[src/rtl/pwm_cfg_pkg.sv]
// Shared types, default geometry and duty clamping for the PWM configuration sequencer.
package pwm_cfg_pkg;

  typedef enum logic [1:0] {
    StIdle,
    StOffer,
    StOfferRst
  } cfg_state_e;

  localparam int unsigned DefFreqW    = 4;
  localparam int unsigned DefFreqMax  = 9;
  localparam int unsigned DefFreqRst  = 0;
  localparam int unsigned DefDutyW    = 7;
  localparam int unsigned DefDutyStep = 10;
  localparam int unsigned DefDutyMax  = 100;
  localparam int unsigned DefDutyRst  = 50;
  localparam int unsigned DefHoldCyc  = 16;
  localparam int unsigned DefRepCyc   = 4;

  // Button vector layout; the repeatable level inputs occupy the low NumRep bits.
  localparam int unsigned NumBtn   = 6;
  localparam int unsigned NumRep   = 4;
  localparam int unsigned BtnAumf  = 0;
  localparam int unsigned BtnBajaf = 1;
  localparam int unsigned BtnAumC  = 2;
  localparam int unsigned BtnBajaC = 3;
  localparam int unsigned BtnModo  = 4;
  localparam int unsigned BtnMrst  = 5;

  function automatic int unsigned clamp_duty(int unsigned val, int unsigned lo, int unsigned hi);
    int unsigned res;
    res = val;
    if (val < lo) begin
      res = lo;
    end else if (val > hi) begin
      res = hi;
    end
    return res;
  endfunction

endpackage

[src/rtl/button_event_gen.sv]
// Registers the six command levels, turns rising edges into event pulses and adds
// hold-to-repeat pulses for the four up/down levels.
module button_event_gen
  import pwm_cfg_pkg::*;
#(
  parameter int unsigned HoldCyc = DefHoldCyc,
  parameter int unsigned RepCyc  = DefRepCyc
) (
  input  logic              i_clk,
  input  logic              i_rst,
  input  logic              i_en,
  input  logic [NumBtn-1:0] i_btn,
  output logic [NumBtn-1:0] o_ev
);

  localparam int unsigned MaxCyc = (HoldCyc > RepCyc) ? HoldCyc : RepCyc;
  localparam int unsigned CntW   = $clog2(MaxCyc + 1);

  logic [NumBtn-1:0] r_smp;
  logic [NumBtn-1:0] r_smp_d;
  logic [CntW-1:0]   r_cnt;
  logic              r_rep;

  logic [NumRep-1:0] w_lvl;
  logic [NumRep-1:0] w_lvl_d;
  logic              w_chg;
  logic              w_held;
  logic              w_fire;
  logic [NumBtn-1:0] w_rep_ev;

  assign w_lvl   = r_smp[NumRep-1:0];
  assign w_lvl_d = r_smp_d[NumRep-1:0];
  assign w_chg   = (w_lvl != w_lvl_d);
  assign w_held  = (w_lvl != '0) && !w_chg;
  // Counter reads j in the j-th cycle after a vector change, so the first repeat
  // lands exactly HoldCyc cycles after the press event.
  assign w_fire  = w_held && (r_rep ? (r_cnt == CntW'(RepCyc)) : (r_cnt == CntW'(HoldCyc)));

  assign w_rep_ev = {{(NumBtn - NumRep){1'b0}}, w_lvl & {NumRep{w_fire}}};
  assign o_ev     = {NumBtn{i_en}} & ((r_smp & ~r_smp_d) | w_rep_ev);

  always_ff @(posedge i_clk) begin
    if (i_rst) begin
      r_smp   <= '0;
      r_smp_d <= '0;
      r_cnt   <= '0;
      r_rep   <= 1'b0;
    end else begin
      r_smp   <= i_btn;
      r_smp_d <= r_smp;
      if (w_chg) begin
        r_cnt <= CntW'(1);
        r_rep <= 1'b0;
      end else if (w_lvl == '0) begin
        r_cnt <= '0;
        r_rep <= 1'b0;
      end else if (w_fire) begin
        r_cnt <= CntW'(1);
        r_rep <= 1'b1;
      end else begin
        r_cnt <= r_cnt + CntW'(1);
      end
    end
  end

endmodule

[src/rtl/pwm_config_sequencer.sv]
// Merges front-panel command events into saturating frequency/duty/mode updates and
// offers each new configuration to the PWM datapath over a valid/ready handshake.
module pwm_config_sequencer
  import pwm_cfg_pkg::*;
#(
  parameter int unsigned FREQ_W    = DefFreqW,
  parameter int unsigned FREQ_MAX  = DefFreqMax,
  parameter int unsigned FREQ_RST  = DefFreqRst,
  parameter int unsigned DUTY_W    = DefDutyW,
  parameter int unsigned DUTY_STEP = DefDutyStep,
  parameter int unsigned DUTY_MAX  = DefDutyMax,
  parameter int unsigned DUTY_RST  = DefDutyRst,
  parameter int unsigned HOLD_CYC  = DefHoldCyc,
  parameter int unsigned REP_CYC   = DefRepCyc
) (
  input  logic              clk_i,
  input  logic              rst_i,
  input  logic              en_i,
  input  logic              aumf_i,
  input  logic              bajaf_i,
  input  logic              aumC_i,
  input  logic              bajaC_i,
  input  logic              modo_i,
  input  logic              mrst_i,
  input  logic              cfg_ready_i,
  output logic [FREQ_W-1:0] freq_o,
  output logic [DUTY_W-1:0] duty_o,
  output logic              modo_o,
  output logic              cfg_valid_o,
  output logic              busy_o
);

  localparam int unsigned DutyExtW = DUTY_W + 1;

  cfg_state_e        r_state;
  logic [FREQ_W-1:0] r_freq;
  logic [DUTY_W-1:0] r_duty;
  logic              r_modo;
  logic              r_valid;
  logic              r_busy;
  logic              r_pend;

  logic [NumBtn-1:0]   w_btn;
  logic [NumBtn-1:0]   w_ev;
  logic                w_f_up;
  logic                w_f_dn;
  logic                w_d_up;
  logic                w_d_dn;
  logic [FREQ_W-1:0]   w_freq_nxt;
  logic [DutyExtW-1:0] w_duty_ext;
  logic [DutyExtW-1:0] w_duty_sum;
  logic [DUTY_W-1:0]   w_duty_nxt;
  logic                w_modo_nxt;
  logic                w_upd;

  assign w_btn = {mrst_i, modo_i, bajaC_i, aumC_i, bajaf_i, aumf_i};

  button_event_gen #(
    .HoldCyc (HOLD_CYC),
    .RepCyc  (REP_CYC)
  ) u_btn_ev (
    .i_clk (clk_i),
    .i_rst (rst_i),
    .i_en  (en_i),
    .i_btn (w_btn),
    .o_ev  (w_ev)
  );

  // Opposite commands on one axis in the same cycle cancel.
  assign w_f_up = w_ev[BtnAumf] & ~w_ev[BtnBajaf];
  assign w_f_dn = w_ev[BtnBajaf] & ~w_ev[BtnAumf];
  assign w_d_up = w_ev[BtnAumC] & ~w_ev[BtnBajaC];
  assign w_d_dn = w_ev[BtnBajaC] & ~w_ev[BtnAumC];

  assign w_duty_ext = {1'b0, r_duty};

  always_comb begin
    w_freq_nxt = r_freq;
    if (w_f_up && (r_freq < FREQ_W'(FREQ_MAX))) begin
      w_freq_nxt = r_freq + FREQ_W'(1);
    end else if (w_f_dn && (r_freq != '0)) begin
      w_freq_nxt = r_freq - FREQ_W'(1);
    end

    w_duty_sum = w_duty_ext;
    if (w_d_up) begin
      w_duty_sum = w_duty_ext + DutyExtW'(DUTY_STEP);
    end else if (w_d_dn) begin
      w_duty_sum = (w_duty_ext >= DutyExtW'(DUTY_STEP)) ? w_duty_ext - DutyExtW'(DUTY_STEP) : '0;
    end
    w_duty_nxt = DUTY_W'(clamp_duty(32'(w_duty_sum), DUTY_STEP, DUTY_MAX));

    w_modo_nxt = r_modo ^ w_ev[BtnModo];
    w_upd      = (w_freq_nxt != r_freq) || (w_duty_nxt != r_duty) || w_ev[BtnModo];
  end

  always_ff @(posedge clk_i) begin
    if (rst_i) begin
      r_state <= StIdle;
      r_freq  <= FREQ_W'(FREQ_RST);
      r_duty  <= DUTY_W'(DUTY_RST);
      r_modo  <= 1'b0;
      r_valid <= 1'b0;
      r_busy  <= 1'b0;
      r_pend  <= 1'b0;
    end else begin
      unique case (r_state)
        StIdle: begin
          if (w_ev[BtnMrst]) begin
            r_freq  <= FREQ_W'(FREQ_RST);
            r_duty  <= DUTY_W'(DUTY_RST);
            r_modo  <= 1'b0;
            r_valid <= 1'b1;
            r_busy  <= 1'b1;
            r_state <= StOffer;
          end else if (w_upd) begin
            r_freq  <= w_freq_nxt;
            r_duty  <= w_duty_nxt;
            r_modo  <= w_modo_nxt;
            r_valid <= 1'b1;
            r_busy  <= 1'b1;
            r_state <= StOffer;
          end
        end
        StOffer: begin
          if (cfg_ready_i) begin
            r_valid <= 1'b0;
            if (r_pend || w_ev[BtnMrst]) begin
              r_pend  <= 1'b0;
              r_state <= StOfferRst;
            end else begin
              r_busy  <= 1'b0;
              r_state <= StIdle;
            end
          end else begin
            r_pend <= r_pend | w_ev[BtnMrst];
          end
        end
        StOfferRst: begin
          r_freq  <= FREQ_W'(FREQ_RST);
          r_duty  <= DUTY_W'(DUTY_RST);
          r_modo  <= 1'b0;
          r_valid <= 1'b1;
          r_pend  <= r_pend | w_ev[BtnMrst];
          r_state <= StOffer;
        end
        default: begin
          r_valid <= 1'b0;
          r_busy  <= 1'b0;
          r_state <= StIdle;
        end
      endcase
    end
  end

  assign freq_o      = r_freq;
  assign duty_o      = r_duty;
  assign modo_o      = r_modo;
  assign cfg_valid_o = r_valid;
  assign busy_o      = r_busy;

endmodule
[config.mk]
export PLATFORM = sky130hd
export DESIGN_NAME = pwm_config_sequencer
export DESIGN_NICKNAME = d
export VERILOG_FILES = /design/src/rtl/pwm_cfg_pkg.sv /design/src/rtl/button_event_gen.sv /design/src/rtl/pwm_config_sequencer.sv
export SDC_FILE = /design/constraint.sdc
export NUM_CORES = 1
export LEC_CHECK = 0
export ABC_AREA = 1
export CAP_MARGIN = 40
export CORE_MARGIN = 3
export CORE_UTILIZATION = 64
export CTS_BUF_LIST = sky130_fd_sc_hd__clkbuf_8
export DETAILED_ROUTE_END_ITERATION = 10
export PLACE_DENSITY = 0.95
export SYNTH_ARGS = -nofsm -noshare
export SYNTH_HDL_FRONTEND = slang
export SYNTH_SLANG_ARGS = --single-unit
export TNS_END_PERCENT = 1
[constraint.sdc]
create_clock -name clk_i -period 7.5 [get_ports clk_i]
set_input_delay 1.5 -clock clk_i [delete_from_list [all_inputs] [get_ports clk_i]]
set_output_delay 1.5 -clock clk_i [all_outputs]
set_load 0.005 [all_outputs]
==> flow_summary.ini, run 1 <==
[critical_path]
crit_fanout = 20
r2r_start = u_btn_ev.r_smp[0]
worstSetupStartpointType = input port
critPathCaptureType = flop
ff2ff_setup_slack_ps = 3830
crit_arrival_ps = 4510
ff2ff_path_depth = 22
rr_endpoint = duty_o[3]
crit_type = input port to flop
crit_required_ps = 7650
crit_path_start = en_i
cp-endpoint = duty_o[3]

[synthesis]
synthArstFlopShare = 0
synth_commonest_cells = nand2_1, nor2_1, inv_1, nand3_1, dfxtp_1
synth_edf_count = 0
synthTopCellsByArea = dfxtp_1, nand2_1, nand3_1
synth_cell_types = 37
synth_top_cell_area_share = 0.2862
syn-instance-count = 367
synth_flop_cell = dfxtp_1
seq_area_frac_synth = 0.2862
synth-seq-cells = 34
synth.most_common_cell = nand2_1
netlist_area_um2 = 2379
synth_nets = 387
avgSynthCellArea_um2 = 6.481
yosys_warnings = 0
synth_area_leader_cell = dfxtp_1

[worst_hold_path]
hold_class = flop to flop

[sta]
rsz0062_at_grt = false
final-hold-violation-count = 0
max_slew_margin = 0.4040
fin_tns_setup_ps = 0
max_freq_mhz = 229.5
fin_crit_sh = 0.5809
finClkSkew_ps = 7.142
setup_viol = 0
maxSlewViolCount = 0
fin_crit_ps = 4357
tightest_slew_ps = 891.2

[status]
status = finished, final reports clean

[power]
peakVddDrop_mv = 0.2416
p_per_area_nw_per_um2 = 337.4
p_total_uw = 930.5
p_leak_uw = 0.001375

[placed_design]
hpwl_um = 3834
port_buffers = 23
gp_congestion = 0.9062

[routing]
vias_per_cell = 5.702
highest_layer = met4
ant_nets = 0
drt_iter0_drc = 392
drtPass1Iterations = 6
drc = 0
num_vias = 2486
wl_met1_um = 2365
wl_met3_um = 553
dr_wl_met2_um = 2735
totalWireLength_um = 5857
wire_per_inst_um = 13.43

[clock_tree]
htreeDepth = 2
cts_resized = 0
numCtsBuffers = 5
clock_sinks = 34
postCtsSetupBuffers = 0
clock-root-buffer = clkbuf_8
clk_latency_ps = 290
holdBufCountCts = 0
clk_pin_slew_worst_paths_ps = 70
cts_tree = done
clockBufferDepth = 2

[floorplan]
die-area_um2 = 4484
die_y_um = 66.96
io_pins = 24
initial_core_util = 0.6858
core_um2 = 3468
placementRows = 21
die_w_um = 66.96

[global_routing]
grt_pass1_wl_um = 9563
track_usage = 0.2771
grt_overflow = 0
grt_pass1_vias = 2211
grt_antenna_before_repair = 0
grt_max_degree = 25

[final_layout]
utilization = 0.7951
layout.nets = 409
area_delta_synth_final_pct = 15.94
drive_gt1_frac = 0.09487
n_fill_cell = 246
num_antenna_cells = 0

[run]
max-cap-violations = 0
routing by layer:
metal / vias up / global-route usage
li1: 1209 / -
met1: 1094 / 0.3261
met2: 143 / 0.4641
met3: 40 / 0.06577
met4: 0 / 0.1418
met5: - / 0
worst min-delay path by stage:
stage / start / to / cells past startpoint
2_1_floorplan: u_btn_ev.r_smp[4] / u_btn_ev.r_smp_d[4] / 2
4_1_cts: u_btn_ev.r_smp[5] / u_btn_ev.r_smp_d[5] / 2
3_3_place_gp: u_btn_ev.r_smp[4] / u_btn_ev.r_smp_d[4] / 2
6_report: u_btn_ev.r_smp[5] / u_btn_ev.r_smp_d[5] / 2
3_5_place_dp: u_btn_ev.r_smp[5] / u_btn_ev.r_smp_d[5] / 2
5_1_grt: u_btn_ev.r_smp[5] / u_btn_ev.r_smp_d[5] / 2
sequential cells by signal, indices dropped and copies added (netlist names):
register          count
busy_o                1
duty_o                7
freq_o                4
modo_o                1
r_pend                1
r_state               2
u_btn_ev.r_cnt        5
u_btn_ev.r_rep        1
u_btn_ev.r_smp        6
u_btn_ev.r_smp_d      6
final cells by class:
type,count,area [um2],share of cell area
multi-input cells,272,1451,0.5263
flip-flops and latches,34,680.7,0.2468
clock inverters,3,68.82,0.02495
well taps,46,57.56,0.02087
inverters,53,200.2,0.07260
clock buffers,5,68.82,0.02495
repair buffers,23,230.2,0.08348
report_power, final:
group	internal (uW)	total [uW]	leakage (uW)	switching, uW
sequential	212	261	0.000280	49.5
clock	133	205	0.0000683	71.6
combinational	186	464	0.00103	278
total	531	930	0.00138	399
cells by family after synthesis:
family / Yosys count / synth area share
and+or+nand+nor: 213 / 0.4282
buffers and inverters: 61 / 0.1036
AOI/OAI and AO/OA: 38 / 0.08890
DFF: 34 / 0.2862
xor gates and xnor gates: 11 / 0.04050
adders and majority gates: 10 / 0.05260
cell usage in the layout, fill, tap and decap left out, drive strengths merged, types with 4 or more instances in the layout:
| cell type | instances |
|---|---|
| clkinv | 4 |
| nand2 | 92 |
| inv | 50 |
| xor2 | 10 |
| clkdlybuf4s50 | 23 |
| o21ai | 13 |
| dfxtp | 34 |
| nor3 | 7 |
| nor2 | 55 |
| a21oi | 20 |
| nand3 | 53 |
| clkbuf | 5 |
| ha | 10 |
worst max-delay path: stages:
cell and delay, ps:
clkdlybuf4s50_1 620, inv_1 150, nor2_1 200, nor2_1 70, o21ai_0 250, nand2_1 240, nor2_1 190, nand2_1 80
nor2_1 100, nand2_1 80, nor2_1 130, nand3_1 140, nor2_2 110, nand2_2 270, nand2_8 190, nand2_1 90
nand2_1 60, nor2_1 40
metrics by stage:
step           setup slack (ps)  hold WS, ps  std cells  cell area, um2
2_1_floorplan              4440        410.7        367            2379
3_3_place_gp               3290        422.2        428            2620
3_5_place_dp               3214        430.8        428            2620
4_1_cts                    3269        452.3        436            2758
5_1_grt                    3049        482.4        436            2758
6_report                   3143        461.1        436            2758
Power figures use the tool's default switching activity.
==> inputs of run 2 (changes only) <==
CORE_UTILIZATION = 53   (was 64)
PLACE_DENSITY = 0.88   (was 0.95)
clock period = 3.6 ns   (was 7.5 ns; I/O delays follow)
==> flow_summary.ini, run 2 (synthesis gave the netlist of run 1 again) <==
[routing]
drt_iter0_drc = 179
totalWireLength_um = 5473
vias_per_cell = 5.431
wire_per_inst_um = 12.41
drtPass1Iterations = 6
ant_nets = 0
drc = 0
num_vias = 2395

[clock_tree]
cts_resized = 0
cts_tree = done
htreeDepth = 2
clk_latency_ps = 290
holdBufCountCts = 0
clock_sinks = 34
clockBufferDepth = 2
postCtsSetupBuffers = 0
clock-root-buffer = clkbuf_8
numCtsBuffers = 5
clk_pin_slew_worst_paths_ps = 70

[critical_path]
ff2ff_path_depth = 22
crit_family = simple AND/OR/NAND/NOR gates
cp-endpoint = duty_o[3]
path_cells = ha_1 > nand2_1 > nor2_2 > nand2_4 > nor2_8 > a21oi_1 > nor2_1 > nor2_1 > o21ai_0 > nand2_1 > nor2_1 > nand2_1 > nor2_1 > nand2_1 > nor2_1 > nand3_1 > nor2_2 > nand2_4 > nand2_8 > nand2_1 > nand2_1 > nor2_1
worstSetupPathDepth = 22
worstSetupStartpointType = flop
crit_required_ps = 3780
rr_endpoint = duty_o[3]
cp_num_buf_inv = 0
critPathCaptureType = flop
cp_slowest_cell = dfxtp_1
r2r_start = u_btn_ev.r_smp[2]
slowest_delay_ps = 360
crit_arrival_ps = 3380
crit_path_start = u_btn_ev.r_smp[2]
crit_fanout = 20
ff2ff_setup_slack_ps = 400
crit_type = flop to flop

[floorplan]
io_pins = 24
die-area_um2 = 5328
initial_core_util = 0.5700
core_um2 = 4173
die_w_um = 72.99
placementRows = 23
die_y_um = 72.99

[final_layout]
area_delta_synth_final_pct = 14.89
utilization = 0.6549
mostFrequentLayoutCells = nand2_1, nor2_1, inv_1, nand3_1, dfxtp_1
n_fill_cell = 360
layout.nets = 410
largest_register_ffs = 7
stdcell_count = 441
num_antenna_cells = 0
drive_gt1_frac = 0.09719
final_common_cell = nand2_1

[sta]
fin_tns_setup_ps = 0
max_freq_mhz = 312.3
rsz0062_at_grt = false
max_slew_margin = 0.5264
final-hold-violation-count = 0
hold_slack_ps = 436.2
fin_crit_ps = 3202
tightest_slew_ps = 709.7
finClkSkew_ps = 5.011
fin_ws_ps = 398.3
setup_viol = 0
fin_crit_sh = 0.8894
maxSlewViolCount = 0

[power]
p_per_area_nw_per_um2 = 655.0
peakVddDrop_mv = 0.3984
p_leak_uw = 0.001366

[placed_design]
place_inst = 433
place_ws_ps = 68.37
hpwl_um = 4007
gp_congestion = 0.9337
port_buffers = 23

[run]
max-cap-violations = 0

[status]
status = finished, final reports clean

[global_routing]
grt_max_degree = 25
grt_pass1_vias = 2248
grt_antenna_before_repair = 0
grt_pass1_wl_um = 9273
grt_overflow = 0
track_usage = 0.2191

[worst_hold_path]
hold_class = flop to flop
[run 2: area by class of cell]
type	instances	area (um2)	area share
inverters	53	200.2	0.07326
multi-input cells	272	1456	0.5330
repair buffers	24	237.7	0.08700
clock inverters	2	12.51	0.004579
flip-flops and latches	34	680.7	0.2491
clock buffers	6	82.58	0.03022
well taps	50	62.56	0.02289
[run 2: per-stage QoR]
step / power (uW) / area (um2)
3_5_place_dp: 1464 / 2633
5_1_grt: 1948 / 2733
2_1_floorplan: 1227 / 2379
6_report: 1790 / 2733
3_3_place_gp: 1430 / 2633
4_1_cts: 1768 / 2728
[run 2: worst min path at each step]
stage | startpoint | to | slack (ps) | depth (start not counted)
final | u_btn_ev.r_smp[5] | u_btn_ev.r_smp_d[5] | 440 | 2
after global routing | u_btn_ev.r_smp[4] | u_btn_ev.r_smp_d[4] | 470 | 2
after CTS | u_btn_ev.r_smp[4] | u_btn_ev.r_smp_d[4] | 440 | 2
after detailed placement | u_btn_ev.r_smp[4] | u_btn_ev.r_smp_d[4] | 430 | 2
after global placement | u_btn_ev.r_smp[4] | u_btn_ev.r_smp_d[4] | 420 | 2
after floorplan | u_btn_ev.r_smp[4] | u_btn_ev.r_smp_d[4] | 410 | 2
[run 2: worst min-delay path, stage by stage (launching register included)]
cell and delay, ps:
dfxtp_1 300, inv_1 60, nor2_1 40
[run 2: where the power goes]
group          internal (uW)  switching, uW  total, uW  leakage, uW
clock                    154            143        296    0.0000472
combinational            391            556        947      0.00104
sequential               442            105        546     0.000280
[run 2: metal layers]
metal | global-route usage | share of wire | vias to the layer above
met2 | 0.3625 | 0.47 | 101
met1 | 0.2667 | 0.44 | 1073
met5 | 0 | 0 | -
met4 | 0.1004 | 0.023 | 0
met3 | 0.05234 | 0.063 | 14
li1 | - | - | 1207
